File: src/rtl/fetch_unit_pkg.sv
// Shared constants and types for the instruction fetch stage.
package fetch_unit_pkg;

    // Address of the first instruction fetched after reset.
    localparam logic [31:0] PC_RESET = 32'h0000_3000;

    // All-zero word: sll $0,$0,0, the bubble placed in IF/ID on a flush.
    localparam logic [31:0] NOP = 32'h0000_0000;

    // Next-PC source selection driven by the D-stage control logic.
    typedef enum logic [1:0] {
        NPC_PC4 = 2'b00,
        NPC_BR  = 2'b01,
        NPC_J   = 2'b10,
        NPC_JR  = 2'b11
    } npc_sel_e;

    // Branch displacement: sign-extended word offset turned into a byte offset.
    function automatic logic [31:0] branch_offset(input logic [15:0] imm16);
        return {{14{imm16[15]}}, imm16, 2'b00};
    endfunction

endpackage : fetch_unit_pkg

File: src/rtl/fetch_unit_npc.sv
// Combinational next-PC mux; redirects are resolved from the D-stage state.
module npc_calc
    import fetch_unit_pkg::*;
(
    input  logic [31:0] pc_F,
    input  logic [31:0] pc_D,
    input  logic [31:0] instr_D,
    input  logic [31:0] jr_target,
    input  npc_sel_e    npc_sel,
    output logic [31:0] npc
);

    logic [31:0] pc_d_plus4;
    logic        unused_opcode_bits;

    assign pc_d_plus4 = pc_D + 32'd4;

    // The opcode field plays no part in target generation.
    assign unused_opcode_bits = ^instr_D[31:26];

    // Select the next fetch address from the four redirect sources.
    always_comb begin
        // NOTE: a default before the case keeps every path assigned, so no latch is inferred.
        npc = pc_F + 32'd4;
        case (npc_sel)
            NPC_PC4: npc = pc_F + 32'd4;
            NPC_BR:  npc = pc_d_plus4 + branch_offset(instr_D[15:0]);
            NPC_J:   npc = {pc_d_plus4[31:28], instr_D[25:0], 2'b00};
            NPC_JR:  npc = jr_target;
            default: npc = pc_F + 32'd4;
        endcase
    end

endmodule : npc_calc

File: src/rtl/fetch_unit.sv
// Instruction fetch stage: PC register, IF/ID pipeline register and fetch counter.
module fetch_unit
    import fetch_unit_pkg::*;
(
    input  logic        clk,
    input  logic        reset,
    input  logic        stall,
    input  logic        flush_D,
    input  logic [1:0]  npc_sel,
    input  logic [31:0] jr_target,
    input  logic [31:0] im_rdata,
    output logic [31:0] pc_F,
    output logic [31:0] instr_D,
    output logic [31:0] pc_D,
    output logic [31:0] pc8_D,
    output logic        valid_D,
    output logic [31:0] fetch_cnt
);

    logic [31:0] npc;

    logic [31:0] pc_q,        pc_d;
    logic [31:0] if_pc_q,     if_pc_d;
    logic [31:0] if_instr_q,  if_instr_d;
    logic        if_valid_q,  if_valid_d;
    logic [31:0] fetch_cnt_q, fetch_cnt_d;

    npc_calc u_npc_calc (
        .pc_F      (pc_q),
        .pc_D      (if_pc_q),
        .instr_D   (if_instr_q),
        .jr_target (jr_target),
        .npc_sel   (npc_sel_e'(npc_sel)),
        .npc       (npc)
    );

    // Next-state: advance on a free cycle; a flush bubbles IF/ID even while stalled.
    always_comb begin
        pc_d        = pc_q;
        if_pc_d     = if_pc_q;
        if_instr_d  = if_instr_q;
        if_valid_d  = if_valid_q;
        fetch_cnt_d = fetch_cnt_q;
        if (!stall) begin
            pc_d    = npc;
            if_pc_d = pc_q;
            if (flush_D) begin
                if_instr_d = NOP;
                if_valid_d = 1'b0;
            end else begin
                if_instr_d  = im_rdata;
                if_valid_d  = 1'b1;
                fetch_cnt_d = fetch_cnt_q + 32'd1;
            end
        end else if (flush_D) begin
            if_instr_d = NOP;
            if_valid_d = 1'b0;
        end
    end

    // State registers with asynchronous return to the reset fetch address.
    always_ff @(posedge clk or posedge reset) begin
        if (reset) begin
            pc_q        <= PC_RESET;
            if_pc_q     <= PC_RESET;
            if_instr_q  <= NOP;
            if_valid_q  <= 1'b0;
            fetch_cnt_q <= '0;
        end else begin
            // NOTE: non-blocking assignments let every register sample the pre-edge values.
            pc_q        <= pc_d;
            if_pc_q     <= if_pc_d;
            if_instr_q  <= if_instr_d;
            if_valid_q  <= if_valid_d;
            fetch_cnt_q <= fetch_cnt_d;
        end
    end

    assign pc_F      = pc_q;
    assign pc_D      = if_pc_q;
    assign instr_D   = if_instr_q;
    assign valid_D   = if_valid_q;
    assign fetch_cnt = fetch_cnt_q;
    assign pc8_D     = if_pc_q + 32'd8;

endmodule : fetch_unit

File: config.mk
export PLATFORM = sky130hd
export DESIGN_NAME = fetch_unit
export DESIGN_NICKNAME = d
export VERILOG_FILES = /design/src/rtl/fetch_unit_pkg.sv /design/src/rtl/fetch_unit_npc.sv /design/src/rtl/fetch_unit.sv
export SDC_FILE = /design/constraint.sdc
export NUM_CORES = 1
export LEC_CHECK = 0
export ABC_AREA = 1
export ABC_CLOCK_PERIOD_IN_PS = 6400
export BUFFER_PORTS_ARGS = -buffer_cell sky130_fd_sc_hd__buf_4
export CORE_MARGIN = 2
export CORE_UTILIZATION = 48
export DETAILED_ROUTE_END_ITERATION = 10
export PLACE_DENSITY = 0.72
export SLEW_MARGIN = 20
export SYNTH_ARGS = -nofsm -noshare
export SYNTH_HDL_FRONTEND = slang
export SYNTH_SLANG_ARGS = --single-unit
File: constraint.sdc
create_clock -name clk -period 6.4 [get_ports clk]
set_clock_uncertainty 0.05 [all_clocks]
set_input_delay 1.92 -clock clk [delete_from_list [all_inputs] [get_ports clk]]
set_output_delay 1.92 -clock clk [all_outputs]
set_load 0.1 [all_outputs]
==> results of run 1 <==
[worst reg2reg max path, delay by kind of cell, from the launching register on]
family	cells	cell delay, ns
buffers and inverters	2	0.12
XOR/XNOR	1	0.20
AND/OR/NAND/NOR	14	2.19
flip-flops	1	0.61
adder cells (fa/ha/maj)	2	0.78
[power breakdown]
| part | leakage [nW] | switching [mW] | internal [mW] |
|---|---|---|---|
| Clock | 0.285 | 0.436 | 0.560 |
| Combinational | 4.56 | 1.51 | 0.394 |
| Sequential | 1.63 | 0.179 | 0.912 |
| Total | 6.47 | 2.12 | 1.87 |
[metrics by stage]
stage / cell area, sq um / setup slack [ns] / utilization
CTS: 12500 / 1.73 / 0.616
detailed placement: 11900 / 2.19 / 0.587
finish: 12500 / 1.70 / 0.616
global placement: 11900 / 2.30 / 0.587
global route: 12500 / 1.46 / 0.616
floorplan: 9960 / 0.391 / -
[sequential cells by signal, summed over array words and instances (netlist names)]
register,cells
instr_D,32
pc_F,32
pc_D,32
valid_D,1
fetch_cnt,32
[layer usage]
metal,global-route usage,wire (um),vias to the layer above
met1,0.459,16000,5068
li1,-,-,5183
met4,0.143,1590,2
met5,0,9,-
met2,0.562,17400,500
met3,0.0844,3210,97
[cells in the final DEF (no fill, tap or decap), types with 22 or more instances in the layout]
master	instances
nand2_1	445
buf_4	235
inv_1	224
dfrtp_1	125
nor2_1	119
o21ai_0	116
nand3_1	91
xor2_1	70
a21oi_1	61
nor3_1	38
ha_1	38
nand4_1	22
[logic make-up (layout without fill, tap and decap cells)]
group	count (synthesis)	in the layout	share of synthesized area
AND/OR/NAND/NOR	765	765	0.333
buffers and inverters	266	495	0.102
AO/OA/AOI/OAI	203	203	0.109
flip-flops	129	129	0.325
XOR/XNOR	91	91	0.0800
adder cells (fa/ha/maj)	39	39	0.0497
multiplexers	1	1	0.00100
[cell type report]
| type | count | share of cell area |
|---|---|---|
| inverters | 228 | 0.0691 |
| multi-input cells | 1099 | 0.457 |
| clock buffers | 18 | 0.0351 |
| flip-flops and latches | 129 | 0.259 |
| clock inverters | 14 | 0.0118 |
| repair buffers | 235 | 0.141 |
| well taps | 270 | 0.0270 |
[worst max-delay path by stage]
stage | start | end
final | pc_D[4]$_DFFE_PP0N_ | pc8_D[27]
after global placement | pc_D[4]$_DFFE_PP0N_ | pc8_D[27]
after detailed placement | pc_D[4]$_DFFE_PP0N_ | pc8_D[27]
after global routing | pc_D[4]$_DFFE_PP0N_ | pc8_D[27]
after floorplan | pc_D[3]$_DFFE_PP0N_ | pc8_D[18]
after CTS | pc_D[4]$_DFFE_PP0N_ | pc8_D[27]
==> impl_metrics.ini, run 1 <==
[synth]
syn-cell-area_sq_um = 9960
ys_seq_area_frac = 0.325
synth.largest_area_cell = dfrtp_1
yosysUniqueCellTypes = 47
synth_seq_cells = 129
post-synth-top-area-fraction = 0.314
async_flop_share = 1.00
yosysWarnings = 0
synthTopCellsByArea = dfrtp_1, nand2_1, inv_1, xor2_1, o21ai_0
ys.flop_type = dfrtp_1
synth_nets = 1603
postSynthCellCount = 1494
synth_commonest_cells = nand2_1, inv_1, dfrtp_1
synth_edf_count = 0
avgSynthCellArea_sq_um = 6.67
yosysMostFrequentCell = nand2_1

[final_layout]
seq_area_sq_um = 3230
drive_gt1_frac = 0.176
diodes = 0
fill_cells = 1989
finalNonFillerCells = 1993
multi_input_area_sq_um = 5710
fin_nets = 1819
area_growth_pct = 25.4

[cts]
root_buffer = clkbuf_16
clkTransAtPathRegs_ns = 0.06
cts_max_path_buffers = 2
ctsResizeCount = 0
cts_setup_buffers = 0
cts_buffers = 17
insertion_delay_ns = 0.43
cts_tree = built
cts_hold_buf = 0
cts.sink_count = 129
htree_levels = 4

[sta]
fmax_mhz = 213
fin_crit_ns = 4.70
max_slew_margin = 0.329
tightest_slew_ns = 1.00
rsz0062_at_grt = no
hold_violations = 0
fin_tns_setup_ns = 0
hold_slack_ns = 0.431
slew_viol_final = 0
finalSetupViolCount = 0
final.period_utilization = 0.735

[global_route]
grt_pass1_vias = 10400
antenna_found_initial = 1
grt_max_degree = 87
grt_pass1_wl_mm = 58.8
grt_overflow = 0
grtUsageTotal = 0.351

[power]
ir_worst_vdd_v = 0.000509
leakagePower_nw = 6.47
p_per_area_nw_per_um2 = 319
fin_total_pwr_mw = 3.99

[place]
dpl.hpwl_mm = 30.3
dp.cells = 1961
io_buffers = 230
globalplace.congestion = 0.998

[die]
core_area_sq_um = 20300
die_width_um = 148
die_y_um = 148
dieArea_sq_um = 21900
io_pins = 231
fp-row-count = 52
initial_utilization = 0.491

[worst_setup_path]
crit_arrival_ns = 2.73
cp-start-kind = flip-flop
cpPeakStageDelay_ns = 0.49
critPathKind = flip-flop to output port
cp.depth = 10
worstPathMaxFanout = 7
cp.required_ns = 4.43
r2r_slack_ns = 2.35
crit_path_cell_trace = ha_1 > inv_1 > nor2_4 > nand2_1 > nor2_2 > nand2_1 > nor2_1 > nand2_1 > xnor2_1 > buf_4
path_common_cell = nand2_1
cpLargestDelayFamily = simple AND/OR/NAND/NOR gates
critPathBufInv = 2
reg2regPathDepth = 19
r2r-end = pc_F[22]$_DFFE_PP0N_
cp-end-kind = output port
slowest_stage = dfrtp_1
critical_path.reg2reg.startpoint = pc_D[2]$_DFFE_PP0N_

[hold_path]
min_from = fetch_cnt[31]$_DFFE_PP0P_
min_delay_path_depth = 1
hold_end = fetch_cnt[31]$_DFFE_PP0P_
hp-class = flip-flop to flip-flop

[routing]
drc = 0
drtIter0Drc = 1049
wirelength_mm = 38.3
viasPerCell = 5.44
ant_nets = 0
drt-pass1-iter-count = 6
wl_per_cell_um = 19.2
num_vias = 10900

[job]
drv_cap = 0

[run_status]
status = finished clean
(Power assumes the default switching activity.)
==> run 2, diff against run 1 <==
- ABC_CLOCK_PERIOD_IN_PS: 6400 -> 3920
- PLACE_DENSITY: 0.72 -> 0.75
- clock period: 6.4 -> 3.92 ns (I/O delays scaled with it)
==> run 2 against run 1 <==
  * Setup slack worse by 1.6 ns
  * Sequential power up 65%
  * Die area unchanged
  * Combinational power up 68%
  * Clock power up 51%
  * Non-clock buffer count up 16
  * Global-route usage down 0.95 points
  * Utilization up 2.7 points
  * Sequential cell count unchanged
  * Hold slack better by 0.0035 ns
  * Sequential share of layout area down 0.97 points
  * Count of clock-buffer cells in the layout up 2
  * Critical endpoint is now pc8_D[24]
  * Largest power group unchanged
  * Highest routed layer unchanged
==> impl_metrics.ini, run 2 (synthesized netlist as in run 1, its figures left out) <==
[run_status]
status = finished clean

[final_layout]
fin_util = 0.643
area_growth_pct = 30.9
diodes = 0
fill_cells = 1904
final_common_cell = nand2_1
fin_nets = 1835
layout_common_cells = nand2_1, buf_4, inv_1, o21ai_0, nor2_1
drive_gt1_frac = 0.210

[hold_path]
hp-class = flip-flop to flip-flop
min_from = fetch_cnt[31]$_DFFE_PP0P_

[global_route]
grt_pass1_wl_mm = 57.6
grt_pass1_vias = 10300
grtUsageTotal = 0.342
grt_max_degree = 71
antenna_found_initial = 1
grt_overflow = 0

[worst_setup_path]
critPathKind = flip-flop to output port
crit_path_cell_trace = nand2_1 > nor3_1 > nand2_1 > nor4_1 > nand2_1 > xor2_4 > buf_4
cp-start-kind = flip-flop
crit_arrival_ns = 2.64
cpPeakStageDelay_ns = 0.69
slowest_stage = dfstp_2
cpLargestDelayFamily = simple AND/OR/NAND/NOR gates
cp-end-kind = output port
worstPathMaxFanout = 6
cp.required_ns = 2.69
path_common_cell = nand2_1
critical_path.reg2reg.startpoint = pc_D[13]$_DFFE_PP1N_
startpoint = pc_D[13]$_DFFE_PP1N_
critPathBufInv = 1

[place]
globalplace.congestion = 0.983
io_buffers = 230
dpl.hpwl_mm = 30.1

[sta]
hold_violations = 0
fmax_mhz = 259
max_slew_margin = 0.417
final.period_utilization = 0.985
fin_crit_ns = 3.86
slew_viol_final = 0
rsz0062_at_grt = no
fin_tns_setup_ns = 0
finalSetupViolCount = 0
tightest_slew_ns = 0.875

[routing]
wl_per_cell_um = 18.6
viasPerCell = 5.40
drc = 0
drtIter0Drc = 1049
wirelength_mm = 37.4
ant_nets = 0
drt-pass1-iter-count = 6
num_vias = 10900

[cts]
insertion_delay_ns = 0.43
htree_levels = 4
root_buffer = clkbuf_16
cts_setup_buffers = 0
cts_max_path_buffers = 2
cts_buffers = 17
cts_hold_buf = 0
cts_tree = built
clkTransAtPathRegs_ns = 0.06
cts.sink_count = 129

[die]
fp-row-count = 52
io_pins = 231
initial_utilization = 0.491
core_area_sq_um = 20300
die_width_um = 148
die_y_um = 148
dieArea_sq_um = 21900

[power]
leakagePower_nw = 6.61
p_per_area_nw_per_um2 = 497
ir_worst_vdd_v = 0.000656

[job]
drv_cap = 0
## run 2: changes by cell type in the layout (fill, tap and decap cells not counted), sizes merged
cell | previous run | this run
buf | 235 | 251
clkinvlp | 2 | 7
clkinv | 5 | 2
inv | 234 | 231
clkbuf | 18 | 20
bufinv | 1 | 0
## run 2: worst register-to-register path, stage by stage, from the launching register on
cell	delay, ns
dfstp_2	0.69
nand2_1	0.13
nor3_1	0.15
inv_1	0.14
nor4_1	0.38
nand4_1	0.18
xor2_1	0.20
ha_1	0.40
nand2_1	0.09
inv_1	0.08
nand2_1	0.10
nor3_1	0.22
and2_1	0.17
nand2_1	0.07
nand2_1	0.08
nand2_1	0.05
nand3_1	0.14
nand3_1	0.09
nand2_1	0.07
inv_1	0.04
## run 2: area by class of cell
cell class,instances,area (sq um),share of cell area
multi-input cells,1099,6150,0.471
well taps,270,338,0.0259
clock inverters,12,98.8,0.00758
inverters,228,866,0.0664
flip-flops and latches,129,3250,0.249
repair buffers,251,1900,0.146
clock buffers,20,447,0.0342
## run 2: per-stage QoR
stage | hold WS, ns | power (mW) | instance area (sq um) | instances | worst slack (ns)
after floorplan | 0.689 | 4.13 | 10400 | 1494 | -0.118
after global placement | 0.417 | 4.96 | 12500 | 1977 | 0.203
after detailed placement | 0.424 | 4.97 | 12500 | 1977 | 0.271
after CTS | 0.438 | 6.46 | 13000 | 2009 | 0.0130
after global routing | 0.453 | 6.72 | 13000 | 2009 | 0.00294
final | 0.434 | 6.48 | 13000 | 2009 | 0.0583
## run 2: per-layer routing
layer	vias to the layer above	wire, um	track usage
met4	2	1380	0.131
met1	5122	16100	0.474
met3	73	2860	0.0598
li1	5199	-	-
met5	-	12	0
met2	454	17100	0.537
## run 2: worst paths after layout
path,end,slack [ns],depth (start not counted)
min reg2reg,fetch_cnt[31]$_DFFE_PP0P_,0.43,1
max,pc8_D[24],0.06,7
min,fetch_cnt[31]$_DFFE_PP0P_,0.43,1
max in group asynchronous,instr_D[13]$_DFFE_PP0P_,2.03,4
min in group asynchronous,fetch_cnt[1]$_DFFE_PP0P_,0.86,2
max reg2reg,pc_F[30]$_DFFE_PP0N_,0.32,19
## run 2: repair_timing
action	in CTS	in global routing
endpoints found under the hold margin	0	0
resized for setup	1	10
setup endpoints to repair	1	9
## run 2: power breakdown
part           total, mW  leakage, nW  switching (mW)  internal, mW
registers           1.80         1.62           0.302          1.49
clock network       1.50        0.251           0.661         0.836
logic               3.19         4.74            2.49         0.699
total               6.48         6.61            3.45          3.03
